==> config.mk <==
export PLATFORM = sky130hd
export DESIGN_NAME = debug_step_ctrl
export DESIGN_NICKNAME = d
export VERILOG_FILES = /design/src/rtl/debug_step_ctrl_pkg.sv /design/src/rtl/debug_step_ctrl_button_debounce.sv /design/src/rtl/debug_step_ctrl.sv
export SDC_FILE = /design/constraint.sdc
export NUM_CORES = 1
export LEC_CHECK = 0
export ABC_AREA = 1
export BUFFER_PORTS_ARGS = -buffer_cell sky130_fd_sc_hd__buf_4
export CAP_MARGIN = 40
export CELL_PAD_IN_SITES_DETAIL_PLACEMENT = 0
export CELL_PAD_IN_SITES_GLOBAL_PLACEMENT = 1
export CORE_UTILIZATION = 25
export CTS_CLUSTER_DIAMETER = 30
export DETAILED_ROUTE_END_ITERATION = 10
export PLACE_DENSITY = 0.45
export SLEW_MARGIN = 20
export SYNTH_ARGS = -nofsm -noshare
export SYNTH_HDL_FRONTEND = slang
export SYNTH_SLANG_ARGS = --single-unit
==> constraint.sdc <==
create_clock -name clk -period 1.7 [get_ports clk]
set_clock_uncertainty 0.1 [all_clocks]
set_input_delay 0.34 -clock clk [delete_from_list [all_inputs] [get_ports clk]]
set_output_delay 0.34 -clock clk [all_outputs]
set_load 0.05 [all_outputs]
==> src/rtl/debug_step_ctrl_pkg.sv <==
// Shared definitions for the debug step controller: FSM state encoding and
// a width helper used to size the debounce and run-divider counters.
package debug_step_ctrl_pkg;

    typedef enum logic [1:0] {
        ST_PAUSED = 2'd0,
        ST_STEP   = 2'd1,
        ST_RUN    = 2'd2
    } ctrl_state_e;

    // Bits needed to hold every value in 0..maxVal, never less than one.
    function automatic int unsigned ctrWidth(input int unsigned maxVal);
        int unsigned w;
        w = 1;
        while ((64'd1 << w) <= 64'(maxVal)) begin
            w = w + 1;
        end
        return w;
    endfunction

endpackage

==> src/rtl/debug_step_ctrl_button_debounce.sv <==
// Push-button conditioner: two-flop synchronizer, stability counter that only
// accepts a new level after DEBOUNCE_CYCLES agreeing samples, and a press pulse.
module button_debounce
    import debug_step_ctrl_pkg::*;
#(
    parameter int unsigned DEBOUNCE_CYCLES = 1000000
) (
    input  logic clk,
    input  logic reset,
    input  logic btn_in,
    output logic level,
    output logic press
);

    localparam int unsigned CW = ctrWidth(DEBOUNCE_CYCLES - 1);
    localparam logic [CW-1:0] CNT_LAST = CW'(DEBOUNCE_CYCLES - 1);

    logic          sync1_q;
    logic          sync2_q;
    logic [CW-1:0] cnt_q;
    logic [CW-1:0] cnt_d;
    logic          level_q;
    logic          level_d;
    logic          levelPrev_q;
    logic          press_q;

    // Any sample agreeing with the accepted level restarts the stability window.
    always_comb begin
        cnt_d   = '0;
        level_d = level_q;
        if (sync2_q != level_q) begin
            if (cnt_q == CNT_LAST) begin
                level_d = sync2_q;
            end else begin
                cnt_d = cnt_q + CW'(1);
            end
        end
    end

    always_ff @(posedge clk or negedge reset) begin
        if (!reset) begin
            sync1_q     <= 1'b0;
            sync2_q     <= 1'b0;
            cnt_q       <= '0;
            level_q     <= 1'b0;
            levelPrev_q <= 1'b0;
            press_q     <= 1'b0;
        end else begin
            sync1_q     <= btn_in;
            sync2_q     <= sync1_q;
            cnt_q       <= cnt_d;
            level_q     <= level_d;
            levelPrev_q <= level_q;
            press_q     <= level_q & ~levelPrev_q;
        end
    end

    assign level = level_q;
    assign press = press_q;

endmodule

==> src/rtl/debug_step_ctrl.sv <==
// Pipeline clock-enable controller: single-step or free-run from two debounced
// buttons. Define STEP_COUNT_EN to build the enable counter; otherwise step_count is 0.
module debug_step_ctrl
    import debug_step_ctrl_pkg::*;
#(
    parameter int unsigned DEBOUNCE_CYCLES = 1000000,
    parameter int unsigned RUN_DIV         = 10,
    parameter int unsigned CNT_W           = 16
) (
    input  logic             clk,
    input  logic             reset,
    input  logic             btn_step,
    input  logic             btn_run,
    output logic             cpu_en,
    output logic             running,
    output logic [CNT_W-1:0] step_count
);

    localparam int unsigned DIV_W = ctrWidth(RUN_DIV - 1);
    localparam logic [DIV_W-1:0] DIV_LAST = DIV_W'(RUN_DIV - 1);

    logic stepPress;
    logic runPress;
    logic unusedStepLevel;
    logic unusedRunLevel;

    button_debounce #(
        .DEBOUNCE_CYCLES(DEBOUNCE_CYCLES)
    ) uStepBtn (
        .clk   (clk),
        .reset (reset),
        .btn_in(btn_step),
        .level (unusedStepLevel),
        .press (stepPress)
    );

    button_debounce #(
        .DEBOUNCE_CYCLES(DEBOUNCE_CYCLES)
    ) uRunBtn (
        .clk   (clk),
        .reset (reset),
        .btn_in(btn_run),
        .level (unusedRunLevel),
        .press (runPress)
    );

    ctrl_state_e      state_q;
    logic [DIV_W-1:0] div_q;
    logic [DIV_W-1:0] div_d;
    logic             cpuEn_q;
    logic             running_q;

    always_comb begin
        div_d = (div_q == DIV_LAST) ? '0 : div_q + DIV_W'(1);
    end

    // Outputs are registered alongside the state, so cpu_en lines up with the
    // cycle the FSM sits in STEP or the divider sits on its terminal value.
    always_ff @(posedge clk or negedge reset) begin
        if (!reset) begin
            state_q   <= ST_PAUSED;
            div_q     <= '0;
            cpuEn_q   <= 1'b0;
            running_q <= 1'b0;
        end else begin
            case (state_q)
                ST_PAUSED: begin
                    div_q <= '0;
                    if (runPress) begin
                        state_q   <= ST_RUN;
                        running_q <= 1'b1;
                        cpuEn_q   <= (RUN_DIV == 1);
                    end else if (stepPress) begin
                        state_q   <= ST_STEP;
                        running_q <= 1'b0;
                        cpuEn_q   <= 1'b1;
                    end else begin
                        state_q   <= ST_PAUSED;
                        running_q <= 1'b0;
                        cpuEn_q   <= 1'b0;
                    end
                end
                ST_STEP: begin
                    state_q   <= ST_PAUSED;
                    div_q     <= '0;
                    running_q <= 1'b0;
                    cpuEn_q   <= 1'b0;
                end
                ST_RUN: begin
                    if (runPress) begin
                        state_q   <= ST_PAUSED;
                        div_q     <= '0;
                        running_q <= 1'b0;
                        cpuEn_q   <= 1'b0;
                    end else begin
                        state_q   <= ST_RUN;
                        div_q     <= div_d;
                        running_q <= 1'b1;
                        cpuEn_q   <= (div_d == DIV_LAST);
                    end
                end
                default: begin
                    state_q   <= ST_PAUSED;
                    div_q     <= '0;
                    running_q <= 1'b0;
                    cpuEn_q   <= 1'b0;
                end
            endcase
        end
    end

    assign cpu_en  = cpuEn_q;
    assign running = running_q;

`ifdef STEP_COUNT_EN
    logic [CNT_W-1:0] count_q;
    logic [CNT_W-1:0] count_d;

    // Wraps silently; the display path only shows the low digits anyway.
    always_comb begin
        count_d = cpuEn_q ? count_q + CNT_W'(1) : count_q;
    end

    always_ff @(posedge clk or negedge reset) begin
        if (!reset) begin
            count_q <= '0;
        end else begin
            count_q <= count_d;
        end
    end

    assign step_count = count_q;
`else
    assign step_count = '0;
`endif

endmodule
==> summary.md <==
| Metric | Value |
|---|---|
| Status | `completed` |
| Max cap viols | `0` |
| Post-place setup slack | `0.0393 ns` |
| Post-synth top area share | `between 40% and 50%` |
| Endpoints failing setup | `0` |
| Comb power frac | `5.2%` |
| Clock buffer depth | `2` |
| Post-DP HPWL | `~4500 µm` |
| Post-synth EDFFs | `0` |
| Worst r2r path cells | `7` |
| Worst r2r src | `uStepBtn.cnt_q[1]` |
| Most common cell after layout, fill and taps aside | `nor2_1` |
| CP required | `about 1.8 ns` |
| Vias after detailed routing | `about 2200` |
| Final ANT Viol Nets | `0` |
| Worst EP arrival | `1.67 ns` |
| Critical path type | `reg -> reg` |
| Crit path time final | `between 1.5 and 2 ns` |
| Pwr dens | `957 mW/mm²` |
| Yosys warning total | `0` |
| Worst-path cell chain | `ha_1 > nand2_2 > nor2_1 > nand2_1 > nor2_4 > xor2_1 > nor2_1` |
| Clock transition at the registers of the reported paths | `0.05 ns` |
| Die area | `0.0122 mm²` |
| Max IR drop VDD | `~0.00051 V` |
| Sink Count | `57` |
| Hold Vio Cnt, Final | `0` |
| Critical path launch point type | `flop` |
| RSZ-0062 raised after global routing | `no` |
| Clock power share | `53.5%` |
| Largest net degree at the start of global routing | `31` |
| Routed length per placed instance | `11.4 µm` |
| Core Box Area | `about 0.011 mm²` |
| Setup TNS | `0 ns` |
| Routed WL | `6130 µm` |
| Compound-Gate Fraction of Synth Area | `1.87%` |
| Largest family of logic cells by synthesized area | `simple AND/OR/NAND/NOR gates` |
| Synth async-reset ratio | `100%` |
| Worst reg2reg setup slack | `between 0.1 and 0.15 ns` |
| Min-delay worst type | `in -> reg` |
| Layout cell share with drive strength beyond 1 | `14.7%` |
| I/O Pins | `22` |
| Mux contribution to synthesized area | `0%` |
| Fmax | `0.636 GHz` |
| Initial antenna violation count | `0` |
| Worst R2R End | `uStepBtn.cnt_q[12]` |
| Yosys reg bits | `57` |
| # nets final | `395` |
| Pleak | `1.58 nW` |
| Distinct cell type count after synthesis | `28` |
| Seq/Total Area, Yosys | `48.4%` |
| Net Sw Frac | `about a quarter` |
| Htree depth | `3` |
| Most frequent cells in the layout | `nor2_1 (89), nand2_1 (70), dfrtp_1 (57)` |
| Slowest CP cell | `dfrtp_1` |
| Post-route cell area | `0.00351 mm²` |
| Critical path peak fanout | `4` |
| GRT overflow | `0` |
| Area delta synth->final | `19.2%` |
| Final worst-path cycle share | `92.5%` |
| Area after DPL | `approximately 0.0032 mm²` |
| Setup ws final | `0.127 ns` |
| Crit path max-delay family | `simple AND/OR/NAND/NOR gates` |
| Gp weighted congestion | `approximately 0.70` |
| Port bufs | `5` |
| Seq pwr share | `41.3%` |
| Post-Synth Simple-Gate Area | `32.5%` |
| Net Sw Power | `0.789 mW` |
| Final Util | `a little under a third` |
| TritonCTS clock tree | `yes` |
| Ranking of synthesized cells by area | `dfrtp_1 (48%), nor2_1 (12%), nand2_1 (8.9%)` |
| Depth of the worst hold-timing path | `1` |
| First-pass GRT wire length | `10700 µm` |
| Final slew viol count | `0` |
| First-pass DRT Iterations | `4` |
| Die Y | `~110 µm` |
| Syn Inst Count | `365` |
| Inserted Clock Buffers | `9` |
| Cell taking the most area after synthesis | `dfrtp_1` |
| Post-route DRC | `0` |
| Vias per cell | `around 4` |
| Internal power | `around 2.6 mW` |
| Main flop type after synthesis | `dfrtp_1` |
| First DRT Iteration DRCs | `68` |
| Diode count | `0` |
| Post-Synth XOR/XNOR Area | `slightly below 7%` |
| Overall Global Routing Usage | `11.2%` |
| Hold_sp | `btn_step` |
| Root Buffer Master | `clkbuf_16` |
| Largest registers | `uRunBtn.cnt_q x20, uStepBtn.cnt_q x20, div_q x4` |
| CP bufs+invs | `0` |
| Adder-Cell Fraction of Synth Area | `less than 1%` |
| Post-Syn Area | `0.00295 mm²` |
| Worst skew pair latency | `0.32 ns` |
| WHS Endpoint | `uStepBtn.sync1_q` |
| Vias in the first global route | `2249` |
| Filler cells | `1231` |
| Avg Cell Area, Syn | `8.07 µm²` |
| Worst setup EP type | `flop` |
| Rows | `39` |
| Worst stage delay on the critical path | `0.36 ns` |
| Final hold slack | `between 0.02 and 0.025 ns` |
| Starting density of the core | `25.7%` |
| Die width | `between 100 and 150 µm` |
| CP most frequent cell | `nor2_1` |
[how the worst max path moves through the flow]
stage | to | cells after the start | slack [ns] | start
4_1_cts | uRunBtn.cnt_q[19] | 8 | 0.03 | uRunBtn.cnt_q[0]
6_report | uStepBtn.cnt_q[12] | 7 | 0.13 | uStepBtn.cnt_q[1]
3_5_place_dp | uRunBtn.cnt_q[19] | 8 | 0.04 | uRunBtn.cnt_q[0]
5_1_grt | uStepBtn.cnt_q[18] | 7 | 0.003 | uStepBtn.cnt_q[1]
2_1_floorplan | uRunBtn.cnt_q[19] | 8 | 0.23 | uRunBtn.cnt_q[0]
3_3_place_gp | uRunBtn.cnt_q[19] | 8 | 0.07 | uRunBtn.cnt_q[0]
[power by group through the flow]
| stage | combinational (mW) | sequential (mW) | clock [mW] |
|---|---|---|---|
| floorplan | 0.143 | 1.41 | 0 |
| global placement | 0.173 | 1.41 | 0 |
| detailed placement | 0.173 | 1.41 | 0 |
| CTS | 0.175 | 1.39 | 1.86 |
| global route | 0.196 | 1.39 | 1.92 |
| finish | 0.176 | 1.39 | 1.80 |
[cell usage after synthesis, types with 2 or more instances]
| cell type | number |
|---|---|
| dfrtp_1 | 57 |
| nand3_1 | 18 |
| nand2_2 | 6 |
| ha_1 | 2 |
| nand3b_1 | 2 |
| inv_1 | 39 |
| o21ai_0 | 3 |
| nor2_4 | 2 |
| nand2_1 | 70 |
| xnor2_1 | 4 |
| xor2_1 | 19 |
| a21oi_1 | 5 |
| nand3_2 | 4 |
| nor3b_1 | 3 |
| nor3_1 | 6 |
| nor2_1 | 91 |
| nor2_2 | 6 |
| inv_2 | 3 |
| buf_4 | 16 |
[layout make-up]
cell class / count / area, µm² / area share (%)
inverters: 42 / 158 / 4.49
repair buffers: 14 / 120 / 3.42
clock inverters: 6 / 57.6 / 1.64
well taps: 143 / 179 / 5.10
clock buffers: 10 / 239 / 6.81
flip-flops and latches: 57 / 1430 / 40.6
multi-input cells: 265 / 1330 / 37.9
[layer usage]
metal	global-route usage [%]	routed length (µm)	vias to the layer above
met5	0	0	-
met3	3.29	162	10
met2	18.3	2970	26
li1	-	-	1132
met1	13.3	2870	990
met4	5.60	136	0
[repair_timing]
action	CTS	global route
buffers inserted	0	2
hold buffers	1	0
endpoints found under the setup margin	0	7
hold endpoints to repair	28	0
resized for setup	0	8
[kinds of logic after synthesis]
kind of cell               after synthesis
AOI/OAI and AO/OA                       10
and+or+nand+nor                        214
other                                    1
xor gates and xnor gates                23
DFF                                     57
buffers and inverters                   58
adders and majority gates                2
[through the flow]
stage	cells	power, mW
4_1_cts	535	3.43
5_1_grt	537	3.50
3_5_place_dp	518	1.58
3_3_place_gp	518	1.58
6_report	537	3.36
2_1_floorplan	380	1.55
(Power assumes the default switching activity.)
